**src/rtl/axi_pkg.sv**
```systemverilog
// rtl/axi_pkg.sv - shared scheduler state encoding and AXI response codes
package axi_pkg;

   typedef enum logic [1:0] {
      ST_IDLE  = 2'd0,
      ST_ISSUE = 2'd1,
      ST_WAIT  = 2'd2,
      ST_DONE  = 2'd3
   } sched_state_t;

   localparam logic [1:0] RESP_OKAY   = 2'b00;
   localparam logic [1:0] RESP_SLVERR = 2'b10;
   localparam logic [1:0] RESP_DECERR = 2'b11;

   function automatic logic resp_is_err(input logic [1:0] resp);
      return (resp == RESP_SLVERR) || (resp == RESP_DECERR);
   endfunction

endpackage

```
**src/rtl/axi_req_scheduler_if.sv**
```systemverilog
// rtl/axi_req_scheduler_if.sv - requester, AXI master command and channel tap signals
interface axi_req_scheduler_if;
   logic         req0, req1;
   logic         wr0, wr1;
   logic [31:0]  addr0, addr1;
   logic [127:0] wdat0, wdat1;
   logic         gnt0, gnt1;
   logic         done0, done1;
   logic         err0, err1;
   logic [31:0]  rdat;
   logic         m_start;
   logic [31:0]  m_waddr, m_raddr;
   logic [127:0] m_data_in;
   logic         m_bvalid, m_bready, m_rvalid, m_rready, m_rlast;
   logic [1:0]   m_bresp, m_rresp;
   logic [31:0]  m_rdata;

   // scheduler side
   modport master (
      input  req0, req1, wr0, wr1, addr0, addr1, wdat0, wdat1,
      input  m_bvalid, m_bready, m_rvalid, m_rready, m_rlast, m_bresp, m_rresp, m_rdata,
      output gnt0, gnt1, done0, done1, err0, err1, rdat,
      output m_start, m_waddr, m_raddr, m_data_in
   );

   // requesters and AXI master side
   modport slave (
      output req0, req1, wr0, wr1, addr0, addr1, wdat0, wdat1,
      output m_bvalid, m_bready, m_rvalid, m_rready, m_rlast, m_bresp, m_rresp, m_rdata,
      input  gnt0, gnt1, done0, done1, err0, err1, rdat,
      input  m_start, m_waddr, m_raddr, m_data_in
   );
endinterface

```
**src/rtl/rr_arb2.sv**
```systemverilog
// rtl/rr_arb2.sv - two-way round-robin pick; ptr names the requester holding priority
module rr_arb2 (
   input  logic [1:0] req,
   input  logic       ptr,
   output logic [1:0] gnt
);
   always_comb begin
      gnt = 2'b00;
      if (req == 2'b11)
         gnt = ptr ? 2'b10 : 2'b01;
      else
         gnt = req;
   end
endmodule

```
**src/rtl/axi_req_scheduler.sv**
```systemverilog
// rtl/axi_req_scheduler.sv - serialises two requesters onto one AXI master command port
module axi_req_scheduler #(
   parameter int TIMEOUT = 256,
   parameter bit RR_INIT = 1'b0
) (
   input  logic                aclk,
   input  logic                areset,
   axi_req_scheduler_if.master bus
);
   import axi_pkg::*;

   localparam logic [15:0] TO_LAST = 16'(TIMEOUT - 1);

   sched_state_t state;
   logic         ptr;
   logic         cur;
   logic         wr_q;
   logic [15:0]  cnt;
   logic         err_acc;
   logic [1:0]   pick;
   logic         fin, fin_err, beat, expired;

   rr_arb2 u_arb (
      .req ({bus.req1, bus.req0}),
      .ptr (ptr),
      .gnt (pick)
   );

   // Channel taps only count while waiting, so stray beats never touch rdat/err.
   always_comb begin
      fin     = 1'b0;
      fin_err = err_acc;
      beat    = 1'b0;
      if (state == ST_WAIT) begin
         if (wr_q) begin
            fin     = bus.m_bvalid & bus.m_bready;
            fin_err = err_acc | (fin & resp_is_err(bus.m_bresp));
         end else begin
            beat    = bus.m_rvalid & bus.m_rready;
            fin     = beat & bus.m_rlast;
            fin_err = err_acc | (beat & resp_is_err(bus.m_rresp));
         end
      end
      expired = (state == ST_WAIT) && !fin && (cnt == TO_LAST);
   end

   always_ff @(posedge aclk or negedge areset) begin
      if (!areset) begin
         state         <= ST_IDLE;
         ptr           <= RR_INIT;
         cur           <= 1'b0;
         wr_q          <= 1'b0;
         cnt           <= '0;
         err_acc       <= 1'b0;
         bus.gnt0      <= 1'b0;
         bus.gnt1      <= 1'b0;
         bus.done0     <= 1'b0;
         bus.done1     <= 1'b0;
         bus.err0      <= 1'b0;
         bus.err1      <= 1'b0;
         bus.rdat      <= '0;
         bus.m_start   <= 1'b0;
         bus.m_waddr   <= '0;
         bus.m_raddr   <= '0;
         bus.m_data_in <= '0;
      end else begin
         case (state)
            ST_IDLE: begin
               if (|pick) begin
                  cur           <= pick[1];
                  ptr           <= ~pick[1];
                  wr_q          <= pick[1] ? bus.wr1 : bus.wr0;
                  bus.m_waddr   <= pick[1] ? bus.addr1 : bus.addr0;
                  bus.m_raddr   <= pick[1] ? bus.addr1 : bus.addr0;
                  bus.m_data_in <= pick[1] ? bus.wdat1 : bus.wdat0;
                  bus.m_start   <= 1'b1;
                  bus.gnt0      <= pick[0];
                  bus.gnt1      <= pick[1];
                  if (pick[1]) bus.err1 <= 1'b0;
                  else         bus.err0 <= 1'b0;
                  cnt           <= '0;
                  err_acc       <= 1'b0;
                  state         <= ST_ISSUE;
               end
            end
            ST_ISSUE: begin
               bus.m_start <= 1'b0;
               cnt         <= cnt + 16'd1;
               state       <= ST_WAIT;
            end
            ST_WAIT: begin
               if (beat) bus.rdat <= bus.m_rdata;
               err_acc <= fin_err;
               // cnt counts cycles since m_start; reaching TO_LAST aborts.
               if (fin || expired) begin
                  if (cur) begin
                     bus.done1 <= 1'b1;
                     bus.err1  <= fin_err | expired;
                  end else begin
                     bus.done0 <= 1'b1;
                     bus.err0  <= fin_err | expired;
                  end
                  state <= ST_DONE;
               end else begin
                  cnt <= cnt + 16'd1;
               end
            end
            ST_DONE: begin
               bus.done0     <= 1'b0;
               bus.done1     <= 1'b0;
               bus.gnt0      <= 1'b0;
               bus.gnt1      <= 1'b0;
               bus.m_waddr   <= '0;
               bus.m_raddr   <= '0;
               bus.m_data_in <= '0;
               state         <= ST_IDLE;
            end
            default: state <= ST_IDLE;
         endcase
      end
   end
endmodule

```
**src/flat_wrapper.sv**
```systemverilog
// flat-port wrapper written by rule: the top's interface ports become plain ports
module axi_req_scheduler_flat import axi_pkg::*;
#(
   parameter int TIMEOUT = 256,
   parameter bit RR_INIT = 1'b0
)
  (aclk, areset, bus_req0, bus_req1, bus_wr0, bus_wr1, bus_addr0, bus_addr1, bus_wdat0, bus_wdat1, bus_m_bvalid, bus_m_bready, bus_m_rvalid, bus_m_rready, bus_m_rlast, bus_m_bresp, bus_m_rresp, bus_m_rdata, bus_gnt0, bus_gnt1, bus_done0, bus_done1, bus_err0, bus_err1, bus_rdat, bus_m_start, bus_m_waddr, bus_m_raddr, bus_m_data_in);
  axi_req_scheduler_if bus_i ();
  input  logic aclk;
  input  logic areset;
  input wire logic [$bits(bus_i.req0)-1:0] bus_req0;
  input wire logic [$bits(bus_i.req1)-1:0] bus_req1;
  input wire logic [$bits(bus_i.wr0)-1:0] bus_wr0;
  input wire logic [$bits(bus_i.wr1)-1:0] bus_wr1;
  input wire logic [$bits(bus_i.addr0)-1:0] bus_addr0;
  input wire logic [$bits(bus_i.addr1)-1:0] bus_addr1;
  input wire logic [$bits(bus_i.wdat0)-1:0] bus_wdat0;
  input wire logic [$bits(bus_i.wdat1)-1:0] bus_wdat1;
  input wire logic [$bits(bus_i.m_bvalid)-1:0] bus_m_bvalid;
  input wire logic [$bits(bus_i.m_bready)-1:0] bus_m_bready;
  input wire logic [$bits(bus_i.m_rvalid)-1:0] bus_m_rvalid;
  input wire logic [$bits(bus_i.m_rready)-1:0] bus_m_rready;
  input wire logic [$bits(bus_i.m_rlast)-1:0] bus_m_rlast;
  input wire logic [$bits(bus_i.m_bresp)-1:0] bus_m_bresp;
  input wire logic [$bits(bus_i.m_rresp)-1:0] bus_m_rresp;
  input wire logic [$bits(bus_i.m_rdata)-1:0] bus_m_rdata;
  output wire logic [$bits(bus_i.gnt0)-1:0] bus_gnt0;
  output wire logic [$bits(bus_i.gnt1)-1:0] bus_gnt1;
  output wire logic [$bits(bus_i.done0)-1:0] bus_done0;
  output wire logic [$bits(bus_i.done1)-1:0] bus_done1;
  output wire logic [$bits(bus_i.err0)-1:0] bus_err0;
  output wire logic [$bits(bus_i.err1)-1:0] bus_err1;
  output wire logic [$bits(bus_i.rdat)-1:0] bus_rdat;
  output wire logic [$bits(bus_i.m_start)-1:0] bus_m_start;
  output wire logic [$bits(bus_i.m_waddr)-1:0] bus_m_waddr;
  output wire logic [$bits(bus_i.m_raddr)-1:0] bus_m_raddr;
  output wire logic [$bits(bus_i.m_data_in)-1:0] bus_m_data_in;
  assign bus_i.req0 = bus_req0;
  assign bus_i.req1 = bus_req1;
  assign bus_i.wr0 = bus_wr0;
  assign bus_i.wr1 = bus_wr1;
  assign bus_i.addr0 = bus_addr0;
  assign bus_i.addr1 = bus_addr1;
  assign bus_i.wdat0 = bus_wdat0;
  assign bus_i.wdat1 = bus_wdat1;
  assign bus_i.m_bvalid = bus_m_bvalid;
  assign bus_i.m_bready = bus_m_bready;
  assign bus_i.m_rvalid = bus_m_rvalid;
  assign bus_i.m_rready = bus_m_rready;
  assign bus_i.m_rlast = bus_m_rlast;
  assign bus_i.m_bresp = bus_m_bresp;
  assign bus_i.m_rresp = bus_m_rresp;
  assign bus_i.m_rdata = bus_m_rdata;
  assign bus_gnt0 = bus_i.gnt0;
  assign bus_gnt1 = bus_i.gnt1;
  assign bus_done0 = bus_i.done0;
  assign bus_done1 = bus_i.done1;
  assign bus_err0 = bus_i.err0;
  assign bus_err1 = bus_i.err1;
  assign bus_rdat = bus_i.rdat;
  assign bus_m_start = bus_i.m_start;
  assign bus_m_waddr = bus_i.m_waddr;
  assign bus_m_raddr = bus_i.m_raddr;
  assign bus_m_data_in = bus_i.m_data_in;
  axi_req_scheduler #(.TIMEOUT(TIMEOUT), .RR_INIT(RR_INIT)) u_core (.aclk(aclk), .areset(areset), .bus(bus_i));
endmodule
```
**config.mk**
```make
export PLATFORM = sky130hd
export DESIGN_NAME = axi_req_scheduler_flat
export DESIGN_NICKNAME = d
export VERILOG_FILES = /design/src/rtl/axi_pkg.sv /design/src/rtl/axi_req_scheduler_if.sv /design/src/rtl/rr_arb2.sv /design/src/rtl/axi_req_scheduler.sv /design/src/flat_wrapper.sv
export SDC_FILE = /design/constraint.sdc
export NUM_CORES = 1
export LEC_CHECK = 0
export CORE_AREA = 10 10 224 226
export CTS_CLUSTER_DIAMETER = 100
export DETAILED_ROUTE_END_ITERATION = 8
export DIE_AREA = 0 0 234 236
export SYNTH_ARGS = -nofsm -noshare
export SYNTH_HDL_FRONTEND = slang
export SYNTH_SLANG_ARGS = --single-unit
```
**constraint.sdc**
```tcl
create_clock -name aclk -period 2.3 [get_ports aclk]
set_input_delay 0.46 -clock aclk [delete_from_list [all_inputs] [get_ports aclk]]
set_output_delay 0.46 -clock aclk [all_outputs]
set_load 0.01 [all_outputs]
```
==> results.cfg <==
[synth]
synth-warning-count = 0
gate_count_of_the_mapped_netlist = 986
synth.cell_area_mm2 = 0.01043
yosys.area_share.xor_xnor_pct = 0
yosys.area_share.simple_pct = 10.65
synth-seq-area-share_pct = 53.01
synthesis.area_per_instance_um2 = 10.58
yosys_most_used_dff = sky130_fd_sc_hd__dfrtp_1
synth_adder_area_share_pct = 0.5997
synth.lib_cells_used.distinct = 48
synth-edff-count = 0
synthMuxAreaShare_pct = 19.23
mappedNetlistNets = 1358
synth_top_family_by_area = multiplexers
synth_compound_gate_area_share_pct = 11.38
async_reset_ff_share_pct = 100.0
synth_seq_cells = 221

[timing]
layout_min_cycle_time_ns = 2.195
timing.final.setup_violations = 0
finalCritPeriodShare_pct = 95.45
skew_ns = 0.01337
final-max-slew-violation-count = 0
tightestPinTransition_ns = 0.4598
timing.slew.headroom_pct = 69.14
final_setup_margin_ns = 0.1047
rsz0062_at_grt = false
maxClockFrequency_ghz = 0.4555
report.final.hold_viol_count = 0

[cts]
cts_root_buffer = sky130_fd_sc_hd__clkbuf_16
numCtsBuffers = 28
postCtsSetupBuffers = 0
clk_transition_reported_paths_ns = 0.06
clk_path_buf_depth = 3
worstSkewPairLatency_ns = 0.56
cts_tree = done
cts.htree.levels = 1
tritoncts_num_sinks = 221

[drt]
wl_mm = 45.26
detailroute.via_count = 9756
drc = 0
avgViaCountPerCell = 4.399
detailed_routing_iterations_pass_1 = 4
drtAntennaViolNets = 0
avgRoutedWirePerCell_um = 20.40
drtIter0Drc = 450

[cells_and_area]
finalNetCount = 1960
final_util_pct = 40.25
drive_above_1_share_pct = 10.45
area_growth_pct = 76.95
final_area_mm2 = 0.01846

[die]
floorplan.rows = 79
core-area_mm2 = 0.04586
die_height_um = 236
top_level_ports = 598
die_width_um = 234
die_area_mm2 = 0.05522
initial_utilization_pct = 22.75

[setup_path]
critPathLaunchType = register
end_kind = register
path_max_fanout = 6
r2r_cells = 6
cp_data_arrival_time_ns = 2.62
cp_data_required_time_ns = 2.73
worstSetupPathType = reg -> reg

[placed_design]
placed_area_mm2 = 0.01739
dp_hpwl_mm = 35.54
globalplace.congestion = 0.8283
place.port_buffers = 595
preCtsSetupSlack_ns = -0.1692

[power]
leakage_nw = 7.815
pwr-share-seq_pct = 30.1
power.density_cell_area_mw_per_mm2 = 1118
p_sw_share_pct = 35.58
internal_power_mw = 13.29
clockPowerShare_pct = 23.9
worst_ir_drop_vdd_uv = 655.4
p_switching_mw = 7.344
combPwrFrac_pct = 46.0

[global_route]
grt_antenna_before_repair = 5
largest_net_degree_at_the_start_of_global_routing = 85
grt_pass1_vias = 10430
globalRouteOverflowTotal = 0
wire_length_of_the_first_global_routing_pass_mm = 67.03
globalRouteTotalUtil_pct = 15.58

[status]
run_status = finished, final reports clean

[min_path]
holdCritPathClass = in -> async

[run]
maxCapViolCount = 0
==> final timing paths <==
path                                          start  slack, ns                  endpoint
setup / recovery                     u_core.cnt[11]       0.10           u_core.state[1]
hold / removal                               areset       0.42       u_core.bus.rdat[20]
setup reg to reg                     u_core.cnt[11]       0.10           u_core.state[1]
hold reg to reg            u_core.bus.m_data_in[51]       0.48  u_core.bus.m_data_in[51]
max in group asynchronous                    areset       1.19  u_core.bus.m_data_in[65]
min in group aclk          u_core.bus.m_data_in[51]       0.48  u_core.bus.m_data_in[51]
==> power by group through the flow <==
stage	sequential (mW)	combinational (mW)	clock, mW
detailed placement	6.28	9.64	0
CTS	6.23	9.69	5.09
global placement	6.20	9.56	0
finish	6.22	9.49	4.92
floorplan	6.71	3.79	0
global route	6.40	10.3	5.23
==> synth_stat cells, drive strengths merged, types with 4 or more instances <==
master  count  area (um2)
or2         5       31.28
ha          5       62.56
nor2        5       18.77
nand2     182       683.2
nand3b     10       75.07
a22o        5       43.79
buf        57       370.4
o211ai      4       30.03
o21ai     189       945.9
nor3        5       30.03
nand3      11       55.05
clkbuf     41       153.9
mux2i     161        1612
dfrtp     221        5530
o221ai      8       70.07
mux2       35       394.1
nand2b      6       37.54
==> final cells by class <==
type / count / area [um2]
clock inverter: 11 / 190.2
tap: 607 / 759.5
inverter: 3 / 11.26
sequential: 221 / 5530
antenna: 4 / 10.01
clock buffer: 38 / 849.6
multi-input combinational: 664 / 4383
timing repair buffer: 670 / 6726
fill: 4473 / 27400
==> logic make-up (layout without fill, tap and decap cells) <==
group / count (synthesis) / in the layout
compound gates: 217 / 217
fa+ha+maj: 5 / 5
buf+inv: 101 / 722
flops: 221 / 221
mux: 196 / 196
other cells: 0 / 4
simple gates: 246 / 246
==> cell usage in the layout (no fill, tap or decap), types with 8 or more instances in the layout <==
cell	Yosys	layout
sky130_fd_sc_hd__o21ai_0	184	184
sky130_fd_sc_hd__clkbuf_8	0	9
sky130_fd_sc_hd__o221ai_1	8	8
sky130_fd_sc_hd__dfrtp_1	221	221
sky130_fd_sc_hd__nand3_1	11	11
sky130_fd_sc_hd__buf_4	34	58
sky130_fd_sc_hd__clkbuf_16	0	29
sky130_fd_sc_hd__nand3b_1	10	10
sky130_fd_sc_hd__mux2_2	33	33
sky130_fd_sc_hd__mux2i_1	161	161
sky130_fd_sc_hd__buf_12	0	16
sky130_fd_sc_hd__clkdlybuf4s50_1	0	594
sky130_fd_sc_hd__nand2_1	182	182
==> critical path: stages (launching register included) <==
cell,delay (ns)
sky130_fd_sc_hd__dfrtp_1,0.42
sky130_fd_sc_hd__or4_1,0.59
sky130_fd_sc_hd__nor4_4,0.30
sky130_fd_sc_hd__nor2_1,0.10
sky130_fd_sc_hd__buf_4,0.17
sky130_fd_sc_hd__a21o_1,0.19
sky130_fd_sc_hd__mux2_1,0.31
==> stage by stage <==
| stage | cells | power, mW | hold WS (ns) | setup TNS [ns] |
|---|---|---|---|---|
| after floorplan | 986 | 10.50 | 0.1644 | 0 |
| after global placement | 2164 | 15.77 | 0.4165 | -0.2883 |
| after detailed placement | 2164 | 15.92 | 0.4260 | -0.4322 |
| after CTS | 2214 | 21.01 | 0.4137 | 0 |
| after global routing | 2217 | 21.94 | 0.4318 | 0 |
| final | 2218 | 20.64 | 0.4240 | 0 |
==> sequential cells by signal, summed over array words and instances, names as in the netlist, 2 cells and up <==
signal,count
u_core.bus.m_data_in,128
u_core.bus.m_waddr,32
u_core.state,2
u_core.bus.rdat,32
u_core.cnt,16
==> what timing repair did <==
item,CTS,global route
gates resized for setup,1,0
hold buffers,1,0
hold endpoints to repair,39,0
endpoints found under the setup margin,3,0
==> metal layers <==
layer	up-vias	track usage, %	wire [um]
met5	-	0	0
met4	0	4.282	1124
met3	54	5.305	4043
met2	384	26.82	22240
met1	4676	17.95	17850
li1	4642	-	-
(Power assumes the default switching activity.)
